## src/rtl/pipeline_ctrl_pkg.sv

```systemverilog
// Shared types and constants for the CPU pipeline sequencing controller.
package cpu_ctrl_pkg;

    localparam int REG_W       = 3;
    localparam int DRAIN_DEPTH = 3;
    localparam int DRAIN_W     = 2;

    typedef enum logic [1:0] {
        RUN      = 2'd0,
        MEM_WAIT = 2'd1,
        DRAIN    = 2'd2,
        HALTED   = 2'd3
    } state_t;

    typedef struct packed {
        logic pc_wr_en;
        logic fd_wr_en;
        logic de_wr_en;
        logic em_wr_en;
        logic mw_wr_en;
        logic fd_flush;
        logic de_flush;
    } ctrl_t;

    localparam ctrl_t CTRL_RUN    = ctrl_t'(7'b11111_00);
    localparam ctrl_t CTRL_FREEZE = ctrl_t'(7'b00000_00);
    localparam ctrl_t CTRL_RESET  = ctrl_t'(7'b00000_11);

endpackage

```

## src/rtl/pipeline_ctrl_if.sv

```systemverilog
// Bundle of hazard conditions into, and stage controls out of, the pipeline controller.
interface pipeline_ctrl_if #(parameter int CNT_W = 16);
    import cpu_ctrl_pkg::*;

    // No valid/ready pairs: every input is a level condition valid each cycle,
    // and every enable/flush is the controller's same-cycle combinational answer.
    logic [REG_W-1:0] fd_Rs;
    logic [REG_W-1:0] fd_Rt;
    logic             fd_uses_Rs;
    logic             fd_uses_Rt;
    logic             fd_halt;
    logic             de_mem_rd;
    logic [REG_W-1:0] de_write_reg;
    logic             ex_branch_taken;
    logic             imem_stall;
    logic             dmem_stall;

    logic             pc_wr_en;
    logic             fd_wr_en;
    logic             de_wr_en;
    logic             em_wr_en;
    logic             mw_wr_en;
    logic             fd_flush;
    logic             de_flush;
    logic             halted;
    logic             mem_err;
    logic [CNT_W-1:0] stall_cnt;
    logic [CNT_W-1:0] flush_cnt;

    modport master (
        output fd_Rs, fd_Rt, fd_uses_Rs, fd_uses_Rt, fd_halt, de_mem_rd,
               de_write_reg, ex_branch_taken, imem_stall, dmem_stall,
        input  pc_wr_en, fd_wr_en, de_wr_en, em_wr_en, mw_wr_en,
               fd_flush, de_flush, halted, mem_err, stall_cnt, flush_cnt
    );

    modport slave (
        input  fd_Rs, fd_Rt, fd_uses_Rs, fd_uses_Rt, fd_halt, de_mem_rd,
               de_write_reg, ex_branch_taken, imem_stall, dmem_stall,
        output pc_wr_en, fd_wr_en, de_wr_en, em_wr_en, mw_wr_en,
               fd_flush, de_flush, halted, mem_err, stall_cnt, flush_cnt
    );

endinterface

```

## src/rtl/pipeline_ctrl_hazard_detect.sv

```systemverilog
// Load-use hazard compare: a load in ID/EX writes a register the IF/ID instruction reads.
module hazard_detect
    import cpu_ctrl_pkg::*;
(
    input  logic [REG_W-1:0] fd_Rs,
    input  logic [REG_W-1:0] fd_Rt,
    input  logic             fd_uses_Rs,
    input  logic             fd_uses_Rt,
    input  logic             de_mem_rd,
    input  logic [REG_W-1:0] de_write_reg,
    output logic             load_use
);

    assign load_use = de_mem_rd &
                      ((fd_uses_Rs & (fd_Rs == de_write_reg)) |
                       (fd_uses_Rt & (fd_Rt == de_write_reg)));

endmodule

```

## src/rtl/pipeline_ctrl.sv

```systemverilog
// Pipeline sequencing controller: stage enables/flushes for hazards, branches,
// memory stalls and HALT drain, plus dmem watchdog and saturating perf counters.
module pipeline_ctrl
    import cpu_ctrl_pkg::*;
#(
    parameter int MEM_TIMEOUT = 64,
    parameter int CNT_W       = 16
) (
    input  logic            clk,
    input  logic            rst,
    pipeline_ctrl_if.slave  bus,
    output state_t          state_dbg
);

    localparam int              WAIT_W   = $clog2(MEM_TIMEOUT + 1);
    localparam logic [WAIT_W-1:0] WAIT_MAX = WAIT_W'(MEM_TIMEOUT);

    state_t              state, state_next;
    logic [DRAIN_W-1:0]  drain_cnt, drain_next;
    logic [WAIT_W-1:0]   wait_cnt, wait_next;
    logic [CNT_W-1:0]    stall_cnt, flush_cnt;
    logic                mem_err;
    logic                load_use;
    logic                branch_flush;
    logic                stall_inc;
    ctrl_t               ctrl;

    hazard_detect u_hazard (
        .fd_Rs        (bus.fd_Rs),
        .fd_Rt        (bus.fd_Rt),
        .fd_uses_Rs   (bus.fd_uses_Rs),
        .fd_uses_Rt   (bus.fd_uses_Rt),
        .de_mem_rd    (bus.de_mem_rd),
        .de_write_reg (bus.de_write_reg),
        .load_use     (load_use)
    );

    always_comb begin
        ctrl         = CTRL_RUN;
        state_next   = state;
        drain_next   = drain_cnt;
        branch_flush = 1'b0;
        case (state)
            // MEM_WAIT falls back onto the RUN rules in its release cycle.
            RUN, MEM_WAIT: begin
                if (bus.dmem_stall) begin
                    ctrl       = CTRL_FREEZE;
                    state_next = MEM_WAIT;
                end else begin
                    state_next = RUN;
                    if (bus.ex_branch_taken) begin
                        ctrl.fd_flush = 1'b1;
                        ctrl.de_flush = 1'b1;
                        branch_flush  = 1'b1;
                    end else if (load_use) begin
                        ctrl.pc_wr_en = 1'b0;
                        ctrl.fd_wr_en = 1'b0;
                        ctrl.de_flush = 1'b1;
                    end else if (bus.imem_stall) begin
                        ctrl.pc_wr_en = 1'b0;
                        ctrl.fd_flush = 1'b1;
                    end else if (bus.fd_halt) begin
                        ctrl.pc_wr_en = 1'b0;
                        ctrl.fd_flush = 1'b1;
                        state_next    = DRAIN;
                        drain_next    = DRAIN_W'(DRAIN_DEPTH);
                    end
                end
            end
            DRAIN: begin
                if (bus.dmem_stall) begin
                    ctrl = CTRL_FREEZE;
                end else begin
                    ctrl.pc_wr_en = 1'b0;
                    ctrl.fd_flush = 1'b1;
                    drain_next    = drain_cnt - DRAIN_W'(1);
                    if (drain_cnt == DRAIN_W'(1)) state_next = HALTED;
                end
            end
            default: ctrl = CTRL_FREEZE;
        endcase
        if (rst) ctrl = CTRL_RESET;
    end

    // The stall that leaves RUN is the first counted watchdog cycle.
    always_comb begin
        wait_next = '0;
        if (bus.dmem_stall) begin
            if (state == RUN)
                wait_next = WAIT_W'(1);
            else if (state == MEM_WAIT)
                wait_next = (wait_cnt == WAIT_MAX) ? wait_cnt : wait_cnt + WAIT_W'(1);
        end
    end

    assign stall_inc = ~ctrl.pc_wr_en & (state != HALTED);

    always_ff @(posedge clk or posedge rst) begin
        if (rst) begin
            state     <= RUN;
            drain_cnt <= '0;
            wait_cnt  <= '0;
            mem_err   <= 1'b0;
            stall_cnt <= '0;
            flush_cnt <= '0;
        end else begin
            state     <= state_next;
            drain_cnt <= drain_next;
            wait_cnt  <= wait_next;
            if (wait_next == WAIT_MAX) mem_err <= 1'b1;
            if (stall_inc && stall_cnt != '1) stall_cnt <= stall_cnt + CNT_W'(1);
            if (branch_flush && flush_cnt != '1) flush_cnt <= flush_cnt + CNT_W'(1);
        end
    end

    assign bus.pc_wr_en  = ctrl.pc_wr_en;
    assign bus.fd_wr_en  = ctrl.fd_wr_en;
    assign bus.de_wr_en  = ctrl.de_wr_en;
    assign bus.em_wr_en  = ctrl.em_wr_en;
    assign bus.mw_wr_en  = ctrl.mw_wr_en;
    assign bus.fd_flush  = ctrl.fd_flush;
    assign bus.de_flush  = ctrl.de_flush;
    assign bus.halted    = (state == HALTED);
    assign bus.mem_err   = mem_err;
    assign bus.stall_cnt = stall_cnt;
    assign bus.flush_cnt = flush_cnt;
    assign state_dbg     = state;

endmodule
```

## src/flat_wrapper.sv

```systemverilog
// flat-port wrapper written by rule: the top's interface ports become plain ports
module pipeline_ctrl_flat import cpu_ctrl_pkg::*;
#(
    parameter int MEM_TIMEOUT = 64,
    parameter int CNT_W       = 16
)
  (clk, rst, state_dbg, bus_fd_Rs, bus_fd_Rt, bus_fd_uses_Rs, bus_fd_uses_Rt, bus_fd_halt, bus_de_mem_rd, bus_de_write_reg, bus_ex_branch_taken, bus_imem_stall, bus_dmem_stall, bus_pc_wr_en, bus_fd_wr_en, bus_de_wr_en, bus_em_wr_en, bus_mw_wr_en, bus_fd_flush, bus_de_flush, bus_halted, bus_mem_err, bus_stall_cnt, bus_flush_cnt);
  pipeline_ctrl_if #(.CNT_W(CNT_W)) bus_i ();
  input  logic clk;
  input  logic rst;
  output state_t state_dbg;
  input wire logic [$bits(bus_i.fd_Rs)-1:0] bus_fd_Rs;
  input wire logic [$bits(bus_i.fd_Rt)-1:0] bus_fd_Rt;
  input wire logic [$bits(bus_i.fd_uses_Rs)-1:0] bus_fd_uses_Rs;
  input wire logic [$bits(bus_i.fd_uses_Rt)-1:0] bus_fd_uses_Rt;
  input wire logic [$bits(bus_i.fd_halt)-1:0] bus_fd_halt;
  input wire logic [$bits(bus_i.de_mem_rd)-1:0] bus_de_mem_rd;
  input wire logic [$bits(bus_i.de_write_reg)-1:0] bus_de_write_reg;
  input wire logic [$bits(bus_i.ex_branch_taken)-1:0] bus_ex_branch_taken;
  input wire logic [$bits(bus_i.imem_stall)-1:0] bus_imem_stall;
  input wire logic [$bits(bus_i.dmem_stall)-1:0] bus_dmem_stall;
  output wire logic [$bits(bus_i.pc_wr_en)-1:0] bus_pc_wr_en;
  output wire logic [$bits(bus_i.fd_wr_en)-1:0] bus_fd_wr_en;
  output wire logic [$bits(bus_i.de_wr_en)-1:0] bus_de_wr_en;
  output wire logic [$bits(bus_i.em_wr_en)-1:0] bus_em_wr_en;
  output wire logic [$bits(bus_i.mw_wr_en)-1:0] bus_mw_wr_en;
  output wire logic [$bits(bus_i.fd_flush)-1:0] bus_fd_flush;
  output wire logic [$bits(bus_i.de_flush)-1:0] bus_de_flush;
  output wire logic [$bits(bus_i.halted)-1:0] bus_halted;
  output wire logic [$bits(bus_i.mem_err)-1:0] bus_mem_err;
  output wire logic [$bits(bus_i.stall_cnt)-1:0] bus_stall_cnt;
  output wire logic [$bits(bus_i.flush_cnt)-1:0] bus_flush_cnt;
  assign bus_i.fd_Rs = bus_fd_Rs;
  assign bus_i.fd_Rt = bus_fd_Rt;
  assign bus_i.fd_uses_Rs = bus_fd_uses_Rs;
  assign bus_i.fd_uses_Rt = bus_fd_uses_Rt;
  assign bus_i.fd_halt = bus_fd_halt;
  assign bus_i.de_mem_rd = bus_de_mem_rd;
  assign bus_i.de_write_reg = bus_de_write_reg;
  assign bus_i.ex_branch_taken = bus_ex_branch_taken;
  assign bus_i.imem_stall = bus_imem_stall;
  assign bus_i.dmem_stall = bus_dmem_stall;
  assign bus_pc_wr_en = bus_i.pc_wr_en;
  assign bus_fd_wr_en = bus_i.fd_wr_en;
  assign bus_de_wr_en = bus_i.de_wr_en;
  assign bus_em_wr_en = bus_i.em_wr_en;
  assign bus_mw_wr_en = bus_i.mw_wr_en;
  assign bus_fd_flush = bus_i.fd_flush;
  assign bus_de_flush = bus_i.de_flush;
  assign bus_halted = bus_i.halted;
  assign bus_mem_err = bus_i.mem_err;
  assign bus_stall_cnt = bus_i.stall_cnt;
  assign bus_flush_cnt = bus_i.flush_cnt;
  pipeline_ctrl #(.MEM_TIMEOUT(MEM_TIMEOUT), .CNT_W(CNT_W)) u_core (.clk(clk), .rst(rst), .bus(bus_i), .state_dbg(state_dbg));
endmodule
```

## config.mk

```make
export PLATFORM = sky130hd
export DESIGN_NAME = pipeline_ctrl_flat
export DESIGN_NICKNAME = d
export VERILOG_FILES = /design/src/rtl/pipeline_ctrl_pkg.sv /design/src/rtl/pipeline_ctrl_if.sv /design/src/rtl/pipeline_ctrl_hazard_detect.sv /design/src/rtl/pipeline_ctrl.sv /design/src/flat_wrapper.sv
export SDC_FILE = /design/constraint.sdc
export NUM_CORES = 1
export LEC_CHECK = 0
export BUFFER_PORTS_ARGS = -buffer_cell sky130_fd_sc_hd__buf_2
export CAP_MARGIN = 20
export CORE_UTILIZATION = 45
export DETAILED_ROUTE_END_ITERATION = 7
export GPL_TIMING_DRIVEN = 1
export MAX_ROUTING_LAYER = met4
export PLACE_DENSITY = 0.7
export SKIP_CTS_REPAIR_TIMING = 1
export SYNTH_ARGS = -nofsm -noshare
export SYNTH_HDL_FRONTEND = slang
export SYNTH_SLANG_ARGS = --single-unit
```

## constraint.sdc

```tcl
create_clock -name clk -period 5.8 [get_ports clk]
set_input_delay 0.87 -clock clk [delete_from_list [all_inputs] [get_ports clk]]
set_output_delay 0.87 -clock clk [all_outputs]
set_load 0.02 [all_outputs]
```

== After elaboration in Yosys (flattened, before gate mapping) ==
Index checks and enable logic that the tools add are counted.
Word-level totals
  register bits after elaboration: 44
  memories kept: 0
  memory bits (read-only): 0
  logic and storage cells: 80
  memory bits (writable): 0
  latch bits: 0
  output and inout bits: 43
Cells by class
  multiply operators: 0
  magnitude comparators: 0
  bitwise logic cells: 6
  add/subtract/negate cells: 4
  divide/modulo/power cells: 0
  muxes and demuxes: 39
  shift operators: 0
  reduce and logical (&&, ||, !) cells: 7
  equality and inequality tests: 18
Operators with widths (count)
  $mux W7: 5
  $mux W2: 17
  $add A16 B1 Y16 const B: 2
  $ne A16 B16 Y1 const B: 2
  $eq A7 B7 Y1 const B: 2
  $ne A2 B2 Y1 const B: 7
  $pmux W7 S2: 1
  $mux W1: 12
  $pmux W2 S2: 2
  $add A7 B1 Y7 const B: 1
  $reduce_and A7 Y1: 1
  $eq A3 B3 Y1: 2
  $and A1 B1 Y1: 4
  $eq A2 B1 Y1 const B: 2
  $eq A2 B2 Y1 const B: 2
  $mux W4: 1
  $mux W3: 1
  $reduce_and A3 Y1: 1
  $logic_and A1 B1 Y1: 2
  $logic_not A2 Y1: 1
  $ne A2 B1 Y1 const B: 1
  $reduce_bool A2 Y1: 1
  $reduce_or A2 Y1: 1
  $sub A2 B1 Y2 const B: 1
  other kinds (2): 2

== Depth between registers and ports, before layout ==
Gate-level depths: netlist (run 1).
  depth in word-level cells: 12
  mapped depth: 7
  mapped depth without buffers: 7

== Modules after synthesis ==
From an unflattened synthesis (run 1), not the netlist that was laid out.
Second synthesis, totals
  cells, all modules: 246
  area total of the unflattened synthesis: 2453.6 um2
By module, submodules not included
  pipeline_ctrl: cells each 237, seq. area each 1101.1 um2, area each 2381.0 um2, instances 1
  hazard_detect: cells each 9, seq. area each 0.0 um2, area each 72.6 um2, instances 1

== Least setup slack after synthesis (run 1) ==
Ideal clock, no wire load.
  path kind: input to output
  from: input port rst
  to: output port bus_pc_wr_en
  arrival time: 2.583 ns
  stages: 3
  path slack: 2.347 ns
  cells stage by stage: inv_1 o211ai_1 nor2_1
Between the ends
  longest elaborated chain between the ends: 1
RTL lines
  start: declaration: RTL line flat_wrapper.sv:10  | input logic rst;
  $mux W7: RTL line pipeline_ctrl.sv:82  | if (rst) ctrl = CTRL_RESET;
  end: declaration: RTL line flat_wrapper.sv:22  | output wire logic [$bits(bus_i.pc_wr_en)-1:0] bus_pc_wr_en;
No other way between the ends.

== Worst setup path after layout (run 1) ==
  from: input port bus_de_write_reg[1]
  to: output port bus_de_flush
Between the ends
  longest elaborated chain between the ends: 9
  elaborated cells between the ends (all ways): 11
RTL lines
  start: declaration: RTL line flat_wrapper.sv:18  | input wire logic [$bits(bus_i.de_write_reg)-1:0] bus_de_write_reg;
  $eq A3 B3 Y1, on equally long branches: RTL line pipeline_ctrl_hazard_detect.sv:15, pipeline_ctrl_hazard_detect.sv:16
  $and A1 B1 Y1, on equally long branches: RTL line pipeline_ctrl_hazard_detect.sv:15, pipeline_ctrl_hazard_detect.sv:16
  $or A1 B1 Y1 (*): RTL line pipeline_ctrl_hazard_detect.sv:15  | ((fd_uses_Rs & (fd_Rs == de_write_reg)) |
  $and A1 B1 Y1 (*): RTL line pipeline_ctrl_hazard_detect.sv:14  | assign load_use = de_mem_rd &
  $mux W1 (*): RTL line pipeline_ctrl.sv:55  | end else if (load_use) begin
  $mux W2 (*): RTL line pipeline_ctrl.sv:51  | if (bus.ex_branch_taken) begin
  $mux W2 (*): RTL line pipeline_ctrl.sv:46  | if (bus.dmem_stall) begin
  $pmux W7 S2 (*): RTL line pipeline_ctrl.sv:43  | case (state)
  $mux W7 (*): RTL line pipeline_ctrl.sv:82
  end: declaration: RTL line flat_wrapper.sv:28  | output wire logic [$bits(bus_i.de_flush)-1:0] bus_de_flush;
Mark *: on every way between the ends. The rest lies on a longest branch, timed or not.

==> impl_metrics.json, run 1 <==
{
  "clock_latency_ns": 0.29,
  "instances_no_fill": 366,
  "power.internal_w": 0.000567,
  "synthTopCellsByCount": "dfrtp_1, nor2_1, xnor2_1",
  "clockBufferDepth": 2,
  "numCtsBuffers": 5,
  "io_pins": 61,
  "synth_cells": 237,
  "fin_worst_skew_ns": 0.00433,
  "ys_warn_count": 0,
  "ys_seq_area_share_pct": 47.3,
  "synth_seq_cells": 44,
  "relSlewSlack_pct": 62.0,
  "design_area_um2": 2770,
  "p_comb_share_pct": 31.6,
  "seq_area_um2": 1100,
  "die_h_um": 73.9,
  "vias": 1912,
  "hold_class": "reg2reg",
  "place_area_um2": 2680,
  "synth_area_leaders": "dfrtp_1, xnor2_1, xor2_1, nor2_1, nand2_1",
  "core-area_um2": 4850,
  "grt_pass1_wl_um": 7850,
  "min_period_ns": 2.99,
  "area_growth_pct": 18.9,
  "grt_start_max_net_pins": 47,
  "antenna_left": 0,
  "globalplace.congestion": 0.773,
  "nNetsFinal": 321,
  "port_buffers": 60,
  "setup-tns-final_ns": 0,
  "antenna_found_initial": 0,
  "yosys.cell_types.count": 40,
  "status": "complete, no violations",
  "pwr-share-seq_pct": 47.0,
  "placedCellCount": 358,
  "drv_cap": 0,
  "first_global_vias": 1764,
  "swShare_pct": 37.6,
  "multi_input_area_um2": 1140,
  "drc": 0,
  "fillers": 452,
  "powerDensity_nw_per_um2": 329,
  "final_hold_viol_count": 0,
  "leakagePower_nw": 1.35,
  "first_iter_violations": 99,
  "synth.avg_cell_area_um2": 9.81,
  "diodes": 0,
  "routedWlPerCell_um": 12.9,
  "grt_usage_pct": 19.6,
  "die_w_um": 73.9,
  "path_class": "in2out",
  "final_layout_size_suffix_gt1_share_pct": 25.4,
  "yosysMostFrequentCell": "dfrtp_1",
  "cts-root-buf": "clkbuf_8",
  "firstDrtPassIters": 4,
  "mappedNetlistArea_um2": 2330,
  "cts_tree": "done",
  "synth_flop_cell": "dfrtp_1",
  "rsz0062_at_grt": "false",
  "cp-end-kind": "output port",
  "async_reset_ff_share_pct": 100,
  "finalSetupViolCount": 0,
  "drv_slew": 0,
  "via_per_inst": 5.22,
  "critPathMaxFanout": 3,
  "tightest_slew_ns": 0.570,
  "ir_drop_mv": 0.216,
  "start_util_pct": 48.0,
  "num_rows": 25,
  "synth_top_cell_by_area": "dfrtp_1",
  "fin_crit_sh_pct": 51.6,
  "fmax_mhz": 334,
  "die_area_um2": 5460,
  "crit_arrival_ns": 2.12,
  "grt_overflow": 0,
  "dp_hpwl_um": 3480,
  "synth_top_area_share_pct": 47.3,
  "p_clk_share_pct": 21.4,
  "path_clk_slew_ns": 0.08,
  "wl_um": 4730,
  "htreeDepth": 2,
  "cts.sinks": 44,
  "worstSetupStartpointType": "input pin",
  "p_switching_w": 0.000342,
  "critPathRequiredTime_ns": 4.93,
  "synth_edf_count": 0,
  "syn_nets": 260
}
## cell usage in the layout, fill, tap and decap left out, drive strengths merged
cell type	n
mux2	3
a31oi	2
nor4	6
mux2i	1
or3	1
a21oi	5
nor2	29
or2	1
and4	3
clkinv	1
ha	5
o21bai	1
nor2b	2
nand2	18
xnor2	22
nand3	13
a221oi	2
a21boi	2
buf	61
a211oi	1
o211ai	2
xor2	17
dfrtp	44
clkbuf	8
o21ai	7
nand3b	2
o31a	1
inv	11
nor3	10
nand2b	3
nand4	8
o31ai	3
and3	4
## worst max-delay path: stages
cell and delay (ns):
buf_2 0.12, xnor2_1 0.16, nand4_1 0.15, a21boi_0 0.31, nor2_1 0.10, o31ai_1 0.21
buf_2 0.21
## state kept, by name, summed over array words and instances (netlist names)
register	flops
u_core.state_dbg	2
u_core.bus.flush_cnt	16
u_core.bus.stall_cnt	16
u_core.wait_cnt	7
u_core.drain_cnt	2
u_core.bus.mem_err	1
## cell type report
class,instances,area share (%)
timing repair buffer,61,11.1
multi-input combinational,174,41.1
tap,67,3.03
inverter,12,1.63
sequential,44,39.8
clock buffer,8,3.26
## cells by family (layout without fill, tap and decap cells)
logic type | count (synthesis) | after routing | synth area share [%]
simple gates | 100 | 100 | 21.6
flops | 44 | 44 | 47.3
xor+xnor | 39 | 39 | 14.7
compound gates | 26 | 26 | 8.02
buf+inv | 19 | 81 | 3.76
fa+ha+maj | 5 | 5 | 2.69
mux | 4 | 4 | 1.88
## per-stage QoR
| step | hold slack [ns] | total power (W) | util, % | setup WS [ns] |
|---|---|---|---|---|
| floorplan | 0.536 | 0.000631 | - | 2.35 |
| global placement | 0.449 | 0.000714 | 55.2 | 2.81 |
| detailed placement | 0.451 | 0.000722 | 55.2 | 2.77 |
| CTS | 0.475 | 0.000919 | 57.0 | 2.77 |
| global route | 0.485 | 0.000964 | 57.0 | 2.62 |
| finish | 0.477 | 0.000909 | 57.0 | 2.81 |
## power groups by stage
stage	clock, W	sequential [W]	combinational [W]
floorplan	0	0.000475	0.000156
global placement	0	0.000432	0.000282
detailed placement	0	0.000431	0.000291
CTS	0.000201	0.000427	0.000291
global route	0.000211	0.000437	0.000315
finish	0.000195	0.000427	0.000287
## per-layer routing
layer | up-vias | global-route usage [%] | share of wire [%]
li1 | 939 | - | -
met1 | 910 | 25.2 | 48
met2 | 56 | 30.5 | 47
met3 | 7 | 3.98 | 4.3
met4 | 0 | 7.26 | 1.4
met5 | - | - | 0
## final timing paths
kind | from | endpoint | cells after the start | slack (ns)
worst max register to register | u_core.bus.stall_cnt[0] | u_core.bus.stall_cnt[1] | 5 | 3.84
worst max-delay path | bus_de_write_reg[1] | bus_de_flush | 7 | 2.81
min in group asynchronous | rst | u_core.state_dbg[1] | 3 | 0.75
worst min-delay path | u_core.bus.mem_err | u_core.bus.mem_err | 2 | 0.48
worst min register to register | u_core.bus.mem_err | u_core.bus.mem_err | 2 | 0.48
max in group asynchronous | rst | u_core.bus.flush_cnt[10] | 3 | 4.67
Note: power is estimated with default switching activity, not from simulation.
==> inputs of run 2 (changes only) <==
ABC_AREA = 1   (was not set)
PLACE_DENSITY = 0.68   (was 0.7)
clock period = 2.94 ns   (was 5.8 ns; I/O delays follow)
==> run 2 against run 1 <==
Compared with the run above:
- wire length rose by 18%
- sequential share of layout area fell by 5.6 points
- clock-buffer cell count fell by 2
- via count rose by 31%
- critical path depth fell by 1
- critical path type is now reg2out
- global-route usage fell by 0.37 points
- clock power rose by 81%
==> impl_metrics.json, run 2 <==
{
  "diodes": 0,
  "numCtsBuffers": 5,
  "die_h_um": 80.8,
  "hold_class": "in2async",
  "final_hold_viol_count": 0,
  "critPathMaxFanout": 18,
  "start_util_pct": 46.9,
  "synth_seq_cells": 44,
  "leakagePower_nw": 1.79,
  "nNetsFinal": 467,
  "die_w_um": 80.8,
  "powerDensity_nw_per_um2": 386,
  "routedWlPerCell_um": 10.7,
  "grt_overflow": 0,
  "syn_nets": 405,
  "first_global_vias": 2235,
  "cts-root-buf": "clkbuf_8",
  "ys_seq_area_share_pct": 39.4,
  "num_rows": 28,
  "synth_cells": 382,
  "dp_hpwl_um": 4210,
  "finalSetupViolCount": 0,
  "drv_cap": 0,
  "vias": 2512,
  "die_area_um2": 6520,
  "async_reset_ff_share_pct": 100,
  "crit_path_start": "u_core.state_dbg[1]",
  "fmax_mhz": 471,
  "antenna_found_initial": 0,
  "reg_top3": "u_core.bus.flush_cnt: 16 flops, u_core.bus.stall_cnt: 16 flops, u_core.wait_cnt: 7 flops",
  "synth_edf_count": 0,
  "synthTopCellsByCount": "nand2_1, inv_1, dfrtp_1",
  "grt_pass1_wl_um": 9600,
  "r2r_start": "u_core.bus.stall_cnt[0]",
  "cts_tree": "done",
  "path_class": "reg2out",
  "fillers": 596,
  "clock_latency_ns": 0.29,
  "synth_top_cell_by_area": "dfrtp_1",
  "clockBufferDepth": 2,
  "via_per_inst": 4.84,
  "ys_warn_count": 0,
  "synth.avg_cell_area_um2": 7.31,
  "htreeDepth": 2,
  "wl_um": 5580,
  "area_growth_pct": 15.1,
  "synth_flop_cell": "dfrtp_1",
  "drv_slew": 0,
  "synth_top_area_share_pct": 39.4,
  "rsz0062_at_grt": "false",
  "core-area_um2": 5960,
  "cts.sinks": 44,
  "firstDrtPassIters": 4,
  "antenna_left": 0,
  "path_clk_slew_ns": 0.08,
  "first_iter_violations": 89,
  "worstSetupStartpointType": "flip-flop",
  "seq_area_um2": 1100,
  "cp-end-kind": "output port",
  "globalplace.congestion": 0.893,
  "multi_input_area_um2": 1420,
  "status": "complete, no violations",
  "final_common_cell": "nand2_1",
  "yosys.cell_types.count": 29,
  "critPathRequiredTime_ns": 2.50,
  "fin_crit_sh_pct": 72.2,
  "ir_drop_mv": 0.261,
  "mappedNetlistArea_um2": 2790,
  "final_layout_size_suffix_gt1_share_pct": 18.7,
  "tightest_slew_ns": 0.551,
  "yosysMostFrequentCell": "nand2_1",
  "fin_worst_skew_ns": 0.0150,
  "grt_start_max_net_pins": 45,
  "relSlewSlack_pct": 63.3,
  "dp_slack_ns": 0.983,
  "port_buffers": 60,
  "crit_arrival_ns": 1.68,
  "drc": 0,
  "grt_usage_pct": 19.2,
  "fin_ws_ns": 0.816,
  "min_period_ns": 2.12,
  "synth_area_leaders": "dfrtp_1, nand2_1, inv_1, nand3_1, xor2_1",
  "r2r_slack_ns": 1.16,
  "layout_common_cells": "nand2_1, buf_2, inv_1",
  "setup-tns-final_ns": 0,
  "io_pins": 61
}
## run 2: changes by cell type after synthesis, moves of 6 or more
cell / change
nand2_1: +100
inv_1: +41
nand3_1: +26
xnor2_1: -12
nor2_1: +11
nor4_1: -6
## run 2: cell type report
class                   count  area share (%)
repair buffers             61            9.58
well taps                  75            2.92
multi-input cells         276            44.3
flip-flops and latches     44            34.3
clock buffers               6            2.26
clock inverters             1           0.156
inverters                  56            6.54
## run 2: routing by layer
| metal | global-route usage [%] | vias to the layer above | share of wire, % | wire (um) |
|---|---|---|---|---|
| li1 | - | 1299 | - | - |
| met1 | 23.6 | 1156 | 48 | 2690 |
| met2 | 32.2 | 49 | 47 | 2610 |
| met3 | 3.15 | 8 | 3.4 | 190 |
| met4 | 6.25 | 0 | 1.5 | 82 |
| met5 | - | - | 0 | 0 |
## run 2: metrics by stage
stage	utilization (%)	total power [W]	hold slack [ns]	area (um^2)	instances
2_1_floorplan	-	0.000832	0.442	2790	382
3_3_place_gp	52.6	0.000895	0.456	3140	512
3_5_place_dp	52.6	0.000901	0.460	3140	512
4_1_cts	53.9	0.00126	0.342	3210	519
5_1_grt	53.9	0.00131	0.380	3210	519
6_report	53.9	0.00124	0.321	3210	519
## run 2: path summary, 6_finish.rpt
check | end | cells after the start
max | bus_pc_wr_en | 6
min | u_core.wait_cnt[6] | 3
min reg2reg | u_core.drain_cnt[1] | 2
max in group asynchronous | u_core.bus.stall_cnt[1] | 3
min in group clk | u_core.wait_cnt[0] | 3
max reg2reg | u_core.bus.stall_cnt[1] | 9
## run 2: report_power, final
part | total (W) | internal [W] | switching [W]
clock network | 0.000353 | 0.000162 | 0.000192
logic | 0.000201 | 0.0000757 | 0.000125
registers | 0.000686 | 0.000645 | 0.0000412
total | 0.00124 | 0.000882 | 0.000358
## run 2: critical path: stages, from the launching register on
cell and delay [ns]:
dfrtp_1 0.47, nor2_1 0.19, inv_2 0.07, nor3_2 0.22, nand2_4 0.20, inv_1 0.09
buf_2 0.16
## run 2: cells by family (layout without fill, tap and decap cells)
kind of cell | after synthesis | after routing | share of synthesized area, %
AO/OA/AOI/OAI | 16 | 16 | 2.96
AND/OR/NAND/NOR | 225 | 225 | 36.4
buffers and inverters | 62 | 124 | 9.59
XOR/XNOR | 30 | 30 | 9.41
flip-flops | 44 | 44 | 39.4
adder cells (fa/ha/maj) | 5 | 5 | 2.24
==> inputs of run 3 (changes only) <==
PLACE_DENSITY = 0.71   (was 0.68)
clock period = 1.9 ns   (was 2.94 ns; I/O delays follow)
==> run 3 against run 2 <==
Compared with the run above:
- sequential power up 55%
- utilization up 1.5 points
- flip-flop and latch count unchanged
- final area up 2.8%
- combinational power up 60%
- power up 68%
- via count down 0.40%
- clock-buffer cell count unchanged
- worst setup slack worse by 0.70 ns
- global-route usage up 1.2 points
- highest routed layer unchanged
- final cell count up 0.77%
- first-iteration DRC count up 4.5%
==> impl_metrics.json, run 3 (synthesis results as in run 2) <==
{
  "dp_hpwl_um": 4430,
  "powerDensity_nw_per_um2": 629,
  "final_util_pct": 55.5,
  "status": "complete, no violations",
  "reg_top3": "u_core.bus.flush_cnt: 16 flops, u_core.bus.stall_cnt: 16 flops, u_core.wait_cnt: 7 flops",
  "routedWlPerCell_um": 11.0,
  "p_switching_w": 0.000574,
  "grt_usage_pct": 20.4,
  "io_pins": 61,
  "pwr-share-seq_pct": 50.9,
  "crit_arrival_ns": 1.50,
  "cts_tree": "done",
  "path_class": "reg2out",
  "drc": 0,
  "fillers": 580,
  "relSlewSlack_pct": 62.7,
  "instances_no_fill": 523,
  "via_per_inst": 4.78,
  "fin_crit_sh_pct": 93.8,
  "dp_slack_ns": 0.137,
  "nNetsFinal": 470,
  "htreeDepth": 2,
  "wl_um": 5740,
  "final_hold_viol_count": 0,
  "fin_ws_ns": 0.118,
  "fmax_mhz": 561,
  "min_period_ns": 1.78,
  "numCtsBuffers": 5,
  "leakagePower_nw": 1.83,
  "tightest_slew_ns": 0.560,
  "swShare_pct": 27.6,
  "final_layout_size_suffix_gt1_share_pct": 20.1,
  "die_h_um": 80.8,
  "grt_overflow": 0,
  "area_growth_pct": 18.4,
  "drv_slew": 0,
  "firstDrtPassIters": 4,
  "critPathRequiredTime_ns": 1.62,
  "cp-end-kind": "output port",
  "drv_cap": 0,
  "reg2reg_to": "u_core.bus.flush_cnt[7]",
  "grt_pass1_wl_um": 10100,
  "finalSetupViolCount": 0,
  "first_global_vias": 2377,
  "ir_drop_mv": 0.396,
  "antenna_found_initial": 0,
  "place_area_um2": 3160,
  "num_rows": 28,
  "r2r_start": "u_core.bus.flush_cnt[0]",
  "p_clk_share_pct": 33.7,
  "power.internal_w": 0.00151,
  "p_comb_share_pct": 15.4,
  "hold_class": "in2async",
  "vias": 2502,
  "cts-root-buf": "clkbuf_8",
  "r2r_slack_ns": 0.16,
  "die_w_um": 80.8,
  "seq_area_um2": 1100,
  "clockBufferDepth": 2,
  "clock_latency_ns": 0.30,
  "multi_input_area_um2": 1450,
  "critPathMaxFanout": 8,
  "core-area_um2": 5960,
  "port_buffers": 60,
  "die_area_um2": 6520,
  "grt_start_max_net_pins": 45,
  "first_iter_violations": 93,
  "start_util_pct": 46.9,
  "globalplace.congestion": 0.875,
  "rr_worst_depth": 8,
  "diodes": 0,
  "worstSetupStartpointType": "flip-flop",
  "antenna_left": 0,
  "crit_path_start": "u_core.state_dbg[1]",
  "design_area_um2": 3300,
  "placedCellCount": 513,
  "layout_common_cells": "nand2_1, buf_2, inv_1",
  "path_clk_slew_ns": 0.08,
  "final_common_cell": "nand2_1",
  "cts.sinks": 44,
  "fin_worst_skew_ns": 0.00569
}
==> run 3: cell count changes in the layout (fill, tap and decap cells not counted), sizes merged <==
cell	previous run	this run
bufinv	0	1
buf	61	64
==> run 3: worst max path at each step <==
| stage | endpoint | slack, ns | cells after the start |
|---|---|---|---|
| 4_1_cts | bus_pc_wr_en | -0.05 | 6 |
| 5_1_grt | bus_de_flush | -0.008 | 6 |
| 3_5_place_dp | u_core.bus.flush_cnt[7] | 0.14 | 8 |
| 3_3_place_gp | u_core.bus.flush_cnt[7] | 0.14 | 8 |
| 6_report | bus_de_flush | 0.12 | 6 |
| 2_1_floorplan | bus_fd_flush | 0.03 | 2 |
==> run 3: layout make-up <==
class	count	area share (%)
clock inverters	2	1.06
clock buffers	6	2.20
well taps	75	2.84
flip-flops and latches	44	33.4
repair buffers	64	10.4
inverters	56	6.36
multi-input cells	276	43.8
==> run 3: per-layer routing <==
| layer | routed length [um] | vias up | track usage (%) |
|---|---|---|---|
| met4 | 79 | 0 | 7.50 |
| met2 | 2870 | 41 | 35.8 |
| met1 | 2570 | 1145 | 22.8 |
| met5 | 0 | - | - |
| met3 | 225 | 8 | 4.38 |
| li1 | - | 1308 | - |
==> run 3: power by group through the flow <==
stage                     Sequential (W)  Combinational (W)  Clock, W
after floorplan                  0.00112           0.000170         0
after global placement           0.00107           0.000314         0
after detailed placement         0.00108           0.000321         0
after CTS                        0.00106           0.000324  0.000727
after global routing             0.00107           0.000377  0.000761
final                            0.00106           0.000321  0.000701
==> run 3: critical path, stage by stage (launching register included) <==
cell and delay (ns):
dfrtp_2 0.46, nor2_2 0.15, inv_2 0.07, nor2_2 0.16
nor2_1 0.05, o21ai_0 0.10, buf_2 0.21
==> run 3: per-stage QoR <==
step,total power [W],setup TNS [ns],hold WS (ns)
after floorplan,0.00129,0,0.437
after global placement,0.00139,0,0.459
after detailed placement,0.00140,0,0.467
after CTS,0.00211,-0.0547,0.195
after global routing,0.00221,-0.00789,0.254
final,0.00208,0,0.197
